==> config.mk <==
export PLATFORM = sky130hd
export DESIGN_NAME = regfile_mp_flat
export DESIGN_NICKNAME = d
export VERILOG_FILES = /design/src/rtl/regfile_pkg.sv /design/src/rtl/regfile_mp_if.sv /design/src/rtl/regfile_scoreboard.sv /design/src/rtl/regfile_mp.sv /design/src/flat_wrapper.sv
export SDC_FILE = /design/constraint.sdc
export NUM_CORES = 2
export LEC_CHECK = 0
export CAP_MARGIN = 20
export CORE_ASPECT_RATIO = 1.25
export CORE_MARGIN = 3
export CORE_UTILIZATION = 40
export CTS_CLUSTER_SIZE = 8
export DETAILED_ROUTE_END_ITERATION = 10
export PLACE_DENSITY = 0.62
export REMOVE_ABC_BUFFERS = 1
export SYNTH_ARGS = -nofsm -noshare
export SYNTH_HDL_FRONTEND = slang
export SYNTH_SLANG_ARGS = --single-unit
==> constraint.sdc <==
create_clock -name clk_i -period 3.2 [get_ports clk_i]
set_input_delay 0.96 -clock clk_i [delete_from_list [all_inputs] [get_ports clk_i]]
set_output_delay 0.96 -clock clk_i [all_outputs]
set_load 0.02 [all_outputs]
==> src/rtl/regfile_pkg.sv <==
// regfile_pkg: default sizes and shared types for the
// multi-port register file (option: REGFILE_BYPASS_EN)
package regfile_pkg;

  localparam int DATA_W_DEF = 32;
  localparam int DEPTH_DEF  = 32;
  localparam int NR_DEF     = 2;
  localparam int NW_DEF     = 1;
  localparam int AW_DEF     = $clog2(DEPTH_DEF);

  typedef logic [AW_DEF-1:0]     reg_addr_t;
  typedef logic [DATA_W_DEF-1:0] reg_data_t;

endpackage

==> src/rtl/regfile_mp_if.sv <==
// regfile_mp_if: read, writeback and issue signals
// between the issue stage (master) and regfile (slave)
interface regfile_mp_if
  import regfile_pkg::*;
#(
  parameter int DATA_W = DATA_W_DEF,
  parameter int DEPTH  = DEPTH_DEF,
  parameter int NR     = NR_DEF,
  parameter int NW     = NW_DEF
);

  localparam int AW = $clog2(DEPTH);

  logic [NR*AW-1:0]     rs_addr_i;
  logic [NR*DATA_W-1:0] rs_data_o;
  logic [NR-1:0]        rs_busy_o;
  logic [NW*AW-1:0]     rd_addr_i;
  logic [NW*DATA_W-1:0] rd_data_i;
  logic [NW-1:0]        rd_wren_i;
  logic                 issue_valid_i;
  logic [AW-1:0]        issue_rd_i;
  logic                 flush_i;

  modport master (
    output rs_addr_i, rd_addr_i, rd_data_i,
    output rd_wren_i, issue_valid_i,
    output issue_rd_i, flush_i,
    input  rs_data_o, rs_busy_o
  );

  modport slave (
    input  rs_addr_i, rd_addr_i, rd_data_i,
    input  rd_wren_i, issue_valid_i,
    input  issue_rd_i, flush_i,
    output rs_data_o, rs_busy_o
  );

endinterface

==> src/rtl/regfile_scoreboard.sv <==
// regfile_scoreboard: per-register busy bits with
// flush > issue > writeback-clear priority
module regfile_scoreboard
  import regfile_pkg::*;
#(
  parameter int DEPTH = DEPTH_DEF,
  parameter int NR    = NR_DEF,
  parameter int NW    = NW_DEF,
  localparam int AW   = $clog2(DEPTH)
) (
  input  logic           clk_i,
  input  logic           rst_ni,
  input  logic           issue_valid_i,
  input  logic [AW-1:0]  issue_rd_i,
  input  logic           flush_i,
  input  logic [NW*AW-1:0] rd_addr_i,
  input  logic [NW-1:0]  rd_wren_i,
  input  logic [NR*AW-1:0] rs_addr_i,
  output logic [NR-1:0]  rs_busy_o
);

  logic [DEPTH-1:0] busy_q;
  logic [DEPTH-1:0] busy_d;

  // writebacks clear, a newer issue re-sets, flush wipes
  always_comb begin
    busy_d = busy_q;
    for (int j = 0; j < NW; j++) begin
      if (rd_wren_i[j])
        busy_d[rd_addr_i[j*AW +: AW]] = 1'b0;
    end
    if (issue_valid_i)
      busy_d[issue_rd_i] = 1'b1;
    if (flush_i)
      busy_d = '0;
    busy_d[0] = 1'b0;
  end

  // busy state register
  always_ff @(posedge clk_i or negedge rst_ni) begin
    if (!rst_ni)
      busy_q <= '0;
    else
      busy_q <= busy_d;
  end

  // per-port busy lookup, registered state only
  always_comb begin
    rs_busy_o = '0;
    for (int k = 0; k < NR; k++)
      rs_busy_o[k] = busy_q[rs_addr_i[k*AW +: AW]];
  end

endmodule

==> src/rtl/regfile_mp.sv <==
// regfile_mp: multi-port register file, x0 hardwired
// to zero; REGFILE_BYPASS_EN adds write-to-read forwarding
module regfile_mp
  import regfile_pkg::*;
#(
  parameter int DATA_W = DATA_W_DEF,
  parameter int DEPTH  = DEPTH_DEF,
  parameter int NR     = NR_DEF,
  parameter int NW     = NW_DEF
) (
  input logic         clk_i,
  input logic         rst_ni,
  regfile_mp_if.slave bus
);

  localparam int AW = $clog2(DEPTH);

  logic [DATA_W-1:0] regs_q [DEPTH];
  logic [NR-1:0]     sb_busy;

  regfile_scoreboard #(
    .DEPTH (DEPTH),
    .NR    (NR),
    .NW    (NW)
  ) u_sb (
    .clk_i         (clk_i),
    .rst_ni        (rst_ni),
    .issue_valid_i (bus.issue_valid_i),
    .issue_rd_i    (bus.issue_rd_i),
    .flush_i       (bus.flush_i),
    .rd_addr_i     (bus.rd_addr_i),
    .rd_wren_i     (bus.rd_wren_i),
    .rs_addr_i     (bus.rs_addr_i),
    .rs_busy_o     (sb_busy)
  );

  // storage; later ports overwrite earlier on collision
  always_ff @(posedge clk_i or negedge rst_ni) begin
    if (!rst_ni) begin
      for (int i = 0; i < DEPTH; i++)
        regs_q[i] <= '0;
    end else begin
      for (int j = 0; j < NW; j++) begin
        if (bus.rd_wren_i[j] &&
            bus.rd_addr_i[j*AW +: AW] != '0)
          regs_q[bus.rd_addr_i[j*AW +: AW]] <=
            bus.rd_data_i[j*DATA_W +: DATA_W];
      end
    end
  end

  // read ports; reset and x0 force zero over forwarding
  always_comb begin
    bus.rs_data_o = '0;
    bus.rs_busy_o = '0;
    for (int k = 0; k < NR; k++) begin
      logic [AW-1:0]     ra;
      logic [DATA_W-1:0] rdat;
      logic              rbsy;
      ra   = bus.rs_addr_i[k*AW +: AW];
      rdat = regs_q[ra];
      rbsy = sb_busy[k];
`ifdef REGFILE_BYPASS_EN
      for (int j = 0; j < NW; j++) begin
        if (bus.rd_wren_i[j] &&
            bus.rd_addr_i[j*AW +: AW] != '0 &&
            bus.rd_addr_i[j*AW +: AW] == ra) begin
          rdat = bus.rd_data_i[j*DATA_W +: DATA_W];
          if (!(bus.issue_valid_i &&
                bus.issue_rd_i == ra))
            rbsy = 1'b0;
        end
      end
`endif
      if (!rst_ni || ra == '0) begin
        rdat = '0;
        rbsy = 1'b0;
      end
      bus.rs_data_o[k*DATA_W +: DATA_W] = rdat;
      bus.rs_busy_o[k] = rbsy;
    end
  end

endmodule

==> src/flat_wrapper.sv <==
// flat-port wrapper written by rule: the top's interface ports become plain ports
module regfile_mp_flat import regfile_pkg::*;
#(
  parameter int DATA_W = DATA_W_DEF,
  parameter int DEPTH  = DEPTH_DEF,
  parameter int NR     = NR_DEF,
  parameter int NW     = NW_DEF
)
  (clk_i, rst_ni, bus_rs_addr_i, bus_rd_addr_i, bus_rd_data_i, bus_rd_wren_i, bus_issue_valid_i, bus_issue_rd_i, bus_flush_i, bus_rs_data_o, bus_rs_busy_o);
  regfile_mp_if #(.DATA_W(DATA_W), .DEPTH(DEPTH), .NR(NR), .NW(NW)) bus_i ();
  input logic clk_i;
  input logic rst_ni;
  input wire logic [$bits(bus_i.rs_addr_i)-1:0] bus_rs_addr_i;
  input wire logic [$bits(bus_i.rd_addr_i)-1:0] bus_rd_addr_i;
  input wire logic [$bits(bus_i.rd_data_i)-1:0] bus_rd_data_i;
  input wire logic [$bits(bus_i.rd_wren_i)-1:0] bus_rd_wren_i;
  input wire logic [$bits(bus_i.issue_valid_i)-1:0] bus_issue_valid_i;
  input wire logic [$bits(bus_i.issue_rd_i)-1:0] bus_issue_rd_i;
  input wire logic [$bits(bus_i.flush_i)-1:0] bus_flush_i;
  output wire logic [$bits(bus_i.rs_data_o)-1:0] bus_rs_data_o;
  output wire logic [$bits(bus_i.rs_busy_o)-1:0] bus_rs_busy_o;
  assign bus_i.rs_addr_i = bus_rs_addr_i;
  assign bus_i.rd_addr_i = bus_rd_addr_i;
  assign bus_i.rd_data_i = bus_rd_data_i;
  assign bus_i.rd_wren_i = bus_rd_wren_i;
  assign bus_i.issue_valid_i = bus_issue_valid_i;
  assign bus_i.issue_rd_i = bus_issue_rd_i;
  assign bus_i.flush_i = bus_flush_i;
  assign bus_rs_data_o = bus_i.rs_data_o;
  assign bus_rs_busy_o = bus_i.rs_busy_o;
  regfile_mp #(.DATA_W(DATA_W), .DEPTH(DEPTH), .NR(NR), .NW(NW)) u_core (.clk_i(clk_i), .rst_ni(rst_ni), .bus(bus_i));
endmodule
=== Word level (Yosys, flattened, before mapping) ===
Index checks and enable logic that the tools add are counted.

* Shift operators: 0
* $lt $le $gt $ge: 10
* Reduce and logical (&&, ||, !) cells: 10
* Bitwise logic cells: 6
* Equal/unequal tests: 0
* Div/mod/pow operators: 0
* $mul: 0
* Add/sub/neg operators: 0
* Muxes and demuxes: 24

{| class="wikitable"
|+ Operator list
! kind !! number
|-
| $bwmux 1024 || 1
|-
| $bmux 32 s5 || 2
|-
| $mux 32 || 10
|-
| $demux 32 s5 || 1
|-
| $and 32x32->32 || 1
|-
| $not 32->32 || 1
|-
| $or 32x32->32 || 1
|-
| $lt 5x6->1 const B || 4
|-
| $ge 6x6->1 const B || 3
|-
| $not 5->6 || 3
|-
| $bmux 1 s5 || 2
|-
| $demux 1 s5 || 2
|-
| $ge 5x1->1 const B || 2
|-
| $logic_not 5->1 || 2
|-
| $lt 6x1->1 const B || 1
|-
| $mux 1 || 6
|-
| $reduce_bool 5->1 || 1
|-
| $logic_and 1x1->1 || 4
|-
| $logic_or 1x1->1 || 2
|-
| $logic_not 1->1 || 1
|}

* Memories: 0
* Logic and storage cells: 83
* Bits in latches: 0
* Memory bits (read-only): 0
* Register bits after elaboration: 1055
* Input port bits: 57
* Output and inout bits: 66
* Memory bits (writable): 0

=== Longest topological paths before layout ===
* Word-level depth: 10
* Mapped depth: 8
* Gate-level depth less buffers: 4

=== Hierarchy ===
Synthesis repeated with hierarchy kept, for this count alone.

* Cell total of the unflattened synthesis: 4173
* Area, all modules: 56175.1 um^2

{| class="wikitable"
|+ Modules (own cells, without submodules)
! module !! area an instance (um^2) !! instances !! seq. area each (um^2) !! cells each
|-
| regfile_mp || 54194.5 || 1 || 25624.6 || 3944
|-
| regfile_scoreboard || 1980.6 || 1 || 775.7 || 229
|}

=== Worst setup path after synthesis ===
OpenSTA, ideal clock, no wires.

* Path kind: input to output
* Start: in bus_rs_addr_i[6]
* End: out bus_rs_data_o[33]
* Arrival: 2.478 ns
* Required time: 2.240 ns
* Path slack: -0.238 ns
* Buffers on the path: 3
* Cell stages on the path: 6
* Cells stage by stage: buf_4 buf_4 buf_2 mux4_2 a22oi_1 a31oi_1

* Longest elaborated chain between the ends: 5
* Elaborated cells between the ends (all ways): 7
* Classes of those cells: mux: 4; bitwise: 1; reduce/logical: 2

{| class="wikitable"
|+ RTL lines
! item !! RTL line !! text
|-
| start, declared || flat_wrapper.sv:13 || <nowiki>input wire logic [$bits(bus_i.rs_addr_i)-1:0] bus_rs_addr_i;</nowiki>
|-
| $not 5->6 (not written as such) || regfile_mp.sv:61 || <nowiki>rdat = regs_q[ra];</nowiki>
|-
| $bmux 32 s5 || regfile_mp.sv:61 ||
|-
| $mux 32 (not written as such) (2 in a row) || regfile_mp.sv:61 ||
|-
| $mux 32 (*) || regfile_mp.sv:75 || <nowiki>if (!rst_ni || ra == '0) begin</nowiki>
|-
| end, declared || flat_wrapper.sv:20 || <nowiki>output wire logic [$bits(bus_i.rs_data_o)-1:0] bus_rs_data_o;</nowiki>
|}

Every way passes the cells marked *; elsewhere a longest branch is shown, timed or not. The select of a mux whose other input is x is not followed.

=== Worst setup path after layout ===
* Start: in bus_rs_addr_i[0]
* End: out bus_rs_data_o[11]

The elaborated chain is that of the path after synthesis.

==> impl_metrics.csv <==
group,metric,value,unit
yosys,synthAdderAreaFrac,0,
yosys,synth.distinct_cells,48,
yosys,synth_seq_cells,1055,
yosys,synth-seq-area-share,0.471,
detailed_routing,vias_per_cell,6.16,
sta,hold_viol_final,0,
hold_path,hold_path_class,"primary input to asynchronous set/reset pin",
placement,finalWeightedCongestion,0.827,
cts,holdBufCountCts,0,
global_route,grt_start_max_net_pins,167,
global_route,grt.busiest_layer,"met2",
yosys,ys_top_cells_by_count,"mux2_2 (1083), dfrtp_1 (1055), mux4_2 (526)",
detailed_routing,remaining_drc_errors,0,
placement,dp_hpwl,111000,microns
global_route,grt_pass1_vias,38379,
critical_path,crit_type,"primary input to output pin",
global_route,grt_antenna_before_repair,2,
floorplanning,coreArea,139000,sq um
sta,setup_violations,66,
sta,post-route-period-util,1.16,
global_route,grt_pass1_wl,267000,microns
final_layout,drive_gt1_frac,0.652,
status,status,"finished with violations",
cts,clock_latency,0.74,ns
final_layout,utilization,0.513,
yosys,synth-simple-area-share,0.0128,
power,ir_drop,0.000523,V
detailed_routing,vias,36577,
detailed_routing,wl_per_cell,30.5,microns
yosys,syn_area_per_cell,15.7,sq um
floorplanning,ios,123,
final_layout,multi_input_area,29300,sq um
global_route,grtUsageMet2,0.410,
cts,tritoncts,"built",
sta,fin_crit,3.73,ns
cts,ctsRootBufferMaster,"clkbuf_16",
yosys,synthCells,3579,
critical_path,critical-path-slowest-cell,"nor3_2",
yosys,async_reset_ff_frac,1.00,
yosys,yosys_warnings,0,
critical_path,worstSetupStartpointType,"primary input",
floorplanning,rows,153,
detailed_routing,drt_iter0_markers,3072,
yosys,synthXorXnorAreaFrac,0,
global_route,overflow,0,
cts,cts_max_level,4,
power,p_per_area,580,nW/um^2
yosys,syn_area,56100,sq um
detailed_routing,wirelength,181000,microns
critical_path,path_cells,"buf_16 -> buf_8 -> buf_6 -> nor3_2 -> or3_4 -> buf_12 -> buf_12 -> o22a_1 -> o221ai_4 -> buf_6",
power,p_leak,0.0307,uW
critical_path,arrival,2.77,ns
sta,rsz0062_at_grt,"true",
cts,cts.sinks,1055,
yosys,synthFlopType,"dfrtp_1",
yosys,synth.area.mux_share,0.454,
final_layout,layout.area.seq,26400,sq um
global_route,use_met3,0.0413,
yosys,post-synth-top-count-cell,"mux2_2",
placement,io_buffer_count,122,
yosys,synth_compound_gate_area_share,0.0277,
sta,tightest_slew,0.912,ns
global_route,met1_usage,0.334,
critical_path,crit_required,2.24,ns
sta,maxSlewViolCount,0,
power,p_total,41400,uW
final_layout,area_growth,27.2,%
status,violations,"setup timing",
sta,fmaxAchievable,268,MHz
cts,clk_pin_slew_worst_paths,0.05,ns
final_layout,nets,4111,
yosys,synth_top_family_by_area,"multiplexers",
yosys,synth_enable_flop_cells,0,
job,cap_violations,0,
yosys,yosysTopAreaCellShare,0.471,
floorplanning,die_h,425,microns
critical_path,cp-end-kind,"output pin",
sta,fin_ws,-0.525,ns
cts,cts_inserted_buffers,150,
yosys,yosys.area.top_type,"dfrtp_1",
critical_path,path_max_fanout,7,
sta,clock-skew-final,0,ns
yosys,synthTopCellsByArea,"dfrtp_1 (47%), mux2_2 (22%), mux4_2 (21%), mux2i_1 (2.4%), buf_2 (1.5%)",
floorplanning,start_util,0.403,
critical_path,max_stage_delay,0.24,ns
floorplanning,fp.dieArea,145000,sq um
detailed_routing,ant_nets,0,
cts,cts_buffer_depth,3,
global_route,track_usage,0.250,
floorplanning,die_w,341,microns
detailed_routing,dr.pass1.iters,5,
final_layout,nFillCells,11345,
sta,relSlewSlack,0.387,
## path summary, 6_finish.rpt
kind,startpoint,endpoint,slack [ns],cells past startpoint
setup reg to reg,u_core.regs_q[782],u_core.regs_q[782],2.39,1
max in group asynchronous,rst_ni,u_core.regs_q[537],0.57,4
setup / recovery,bus_rs_addr_i[0],bus_rs_data_o[11],-0.53,10
min in group clk_i,u_core.regs_q[1021],u_core.regs_q[1021],0.39,0
hold reg to reg,u_core.regs_q[1021],u_core.regs_q[1021],0.39,0
hold / removal,rst_ni,u_core.regs_q[286],0.18,2
## logic make-up (layout without fill, tap and decap cells)
kind of cell	Yosys count	after routing
AOI/OAI and AO/OA	217	217
muxes	1750	1750
other	0	3
and+or+nand+nor	145	145
buffers and inverters	412	904
DFF	1055	1055
## final cells by class
class,count,share of cell area
Tap cell,1860,0.0326
Antenna cell,3,0.000105
Sequential cell,1055,0.370
Multi-Input combinational cell,2112,0.411
Clock buffer,153,0.0532
Clock inverter,16,0.00321
Inverter,2,0.000140
Timing Repair Buffer,733,0.130
## through the flow
step / std cells / hold WS, ns / setup TNS, ns / area (sq um) / setup slack (ns)
floorplan: 3169 / 0.365 / -4.42 / 54100 / -0.139
global placement: 5598 / 0.379 / -146.52 / 63100 / -1.32
detailed placement: 5598 / 0.383 / -150.59 / 63100 / -1.31
CTS: 5883 / 0.136 / -28.00 / 70400 / -0.536
global route: 5932 / 0.158 / -29.19 / 71400 / -0.558
finish: 5934 / 0.179 / -27.16 / 71400 / -0.525
## repair_timing
item	CTS	global route
endpoints found under the setup margin	66	66
cloned	35	6
buffers inserted	89	59
pin swaps	53	43
gates resized for setup	707	135
## per-layer routing
layer	part of all wire	routed length, microns
met1	0.41	74600
met2	0.49	88300
met3	0.058	10500
met4	0.041	7340
met5	0	0
## power by group
part | leakage [uW] | total (uW) | switching, uW | internal, uW
clock network | 0.00197 | 14300 | 5890 | 8370
logic | 0.0152 | 9480 | 3590 | 5890
registers | 0.0136 | 17700 | 1830 | 15800
## cells in the final DEF (no fill, tap or decap), types with 5 or more instances in the layout
cell type,count
mux2i_2,39
o22a_1,32
mux4_2,526
buf_2,10
nor3b_1,5
a21oi_1,16
nand3b_1,7
a22oi_1,34
mux2_4,29
buf_8,24
o221ai_4,8
a31oi_4,16
and3b_1,5
buf_6,94
o221ai_2,22
dfrtp_1,1055
nand2_4,17
nor2_1,18
o21ai_0,17
mux2i_4,6
o22ai_2,9
nand2_1,39
clkbuf_16,157
clkdlybuf4s50_1,45
a22oi_2,13
mux2_2,1054
nand2_2,10
buf_16,48
mux2i_1,89
o22ai_4,20
a31oi_1,16
clkinv_8,7
buf_4,338
buf_12,161
nor2_4,16
mux2_1,7
## flip-flops by register name, summed over array words and instances, names as in the netlist
signal	cells
u_core.u_sb.busy_q	31
u_core.regs_q	1024
## worst max-delay path: cells and delay by family
kind	cells	cell delay [ns]
buffers and inverters	6	0.89
AND/OR/NAND/NOR	2	0.47
AO/OA/AOI/OAI	2	0.40
No activity file was read; power rests on OpenSTA's default activity.
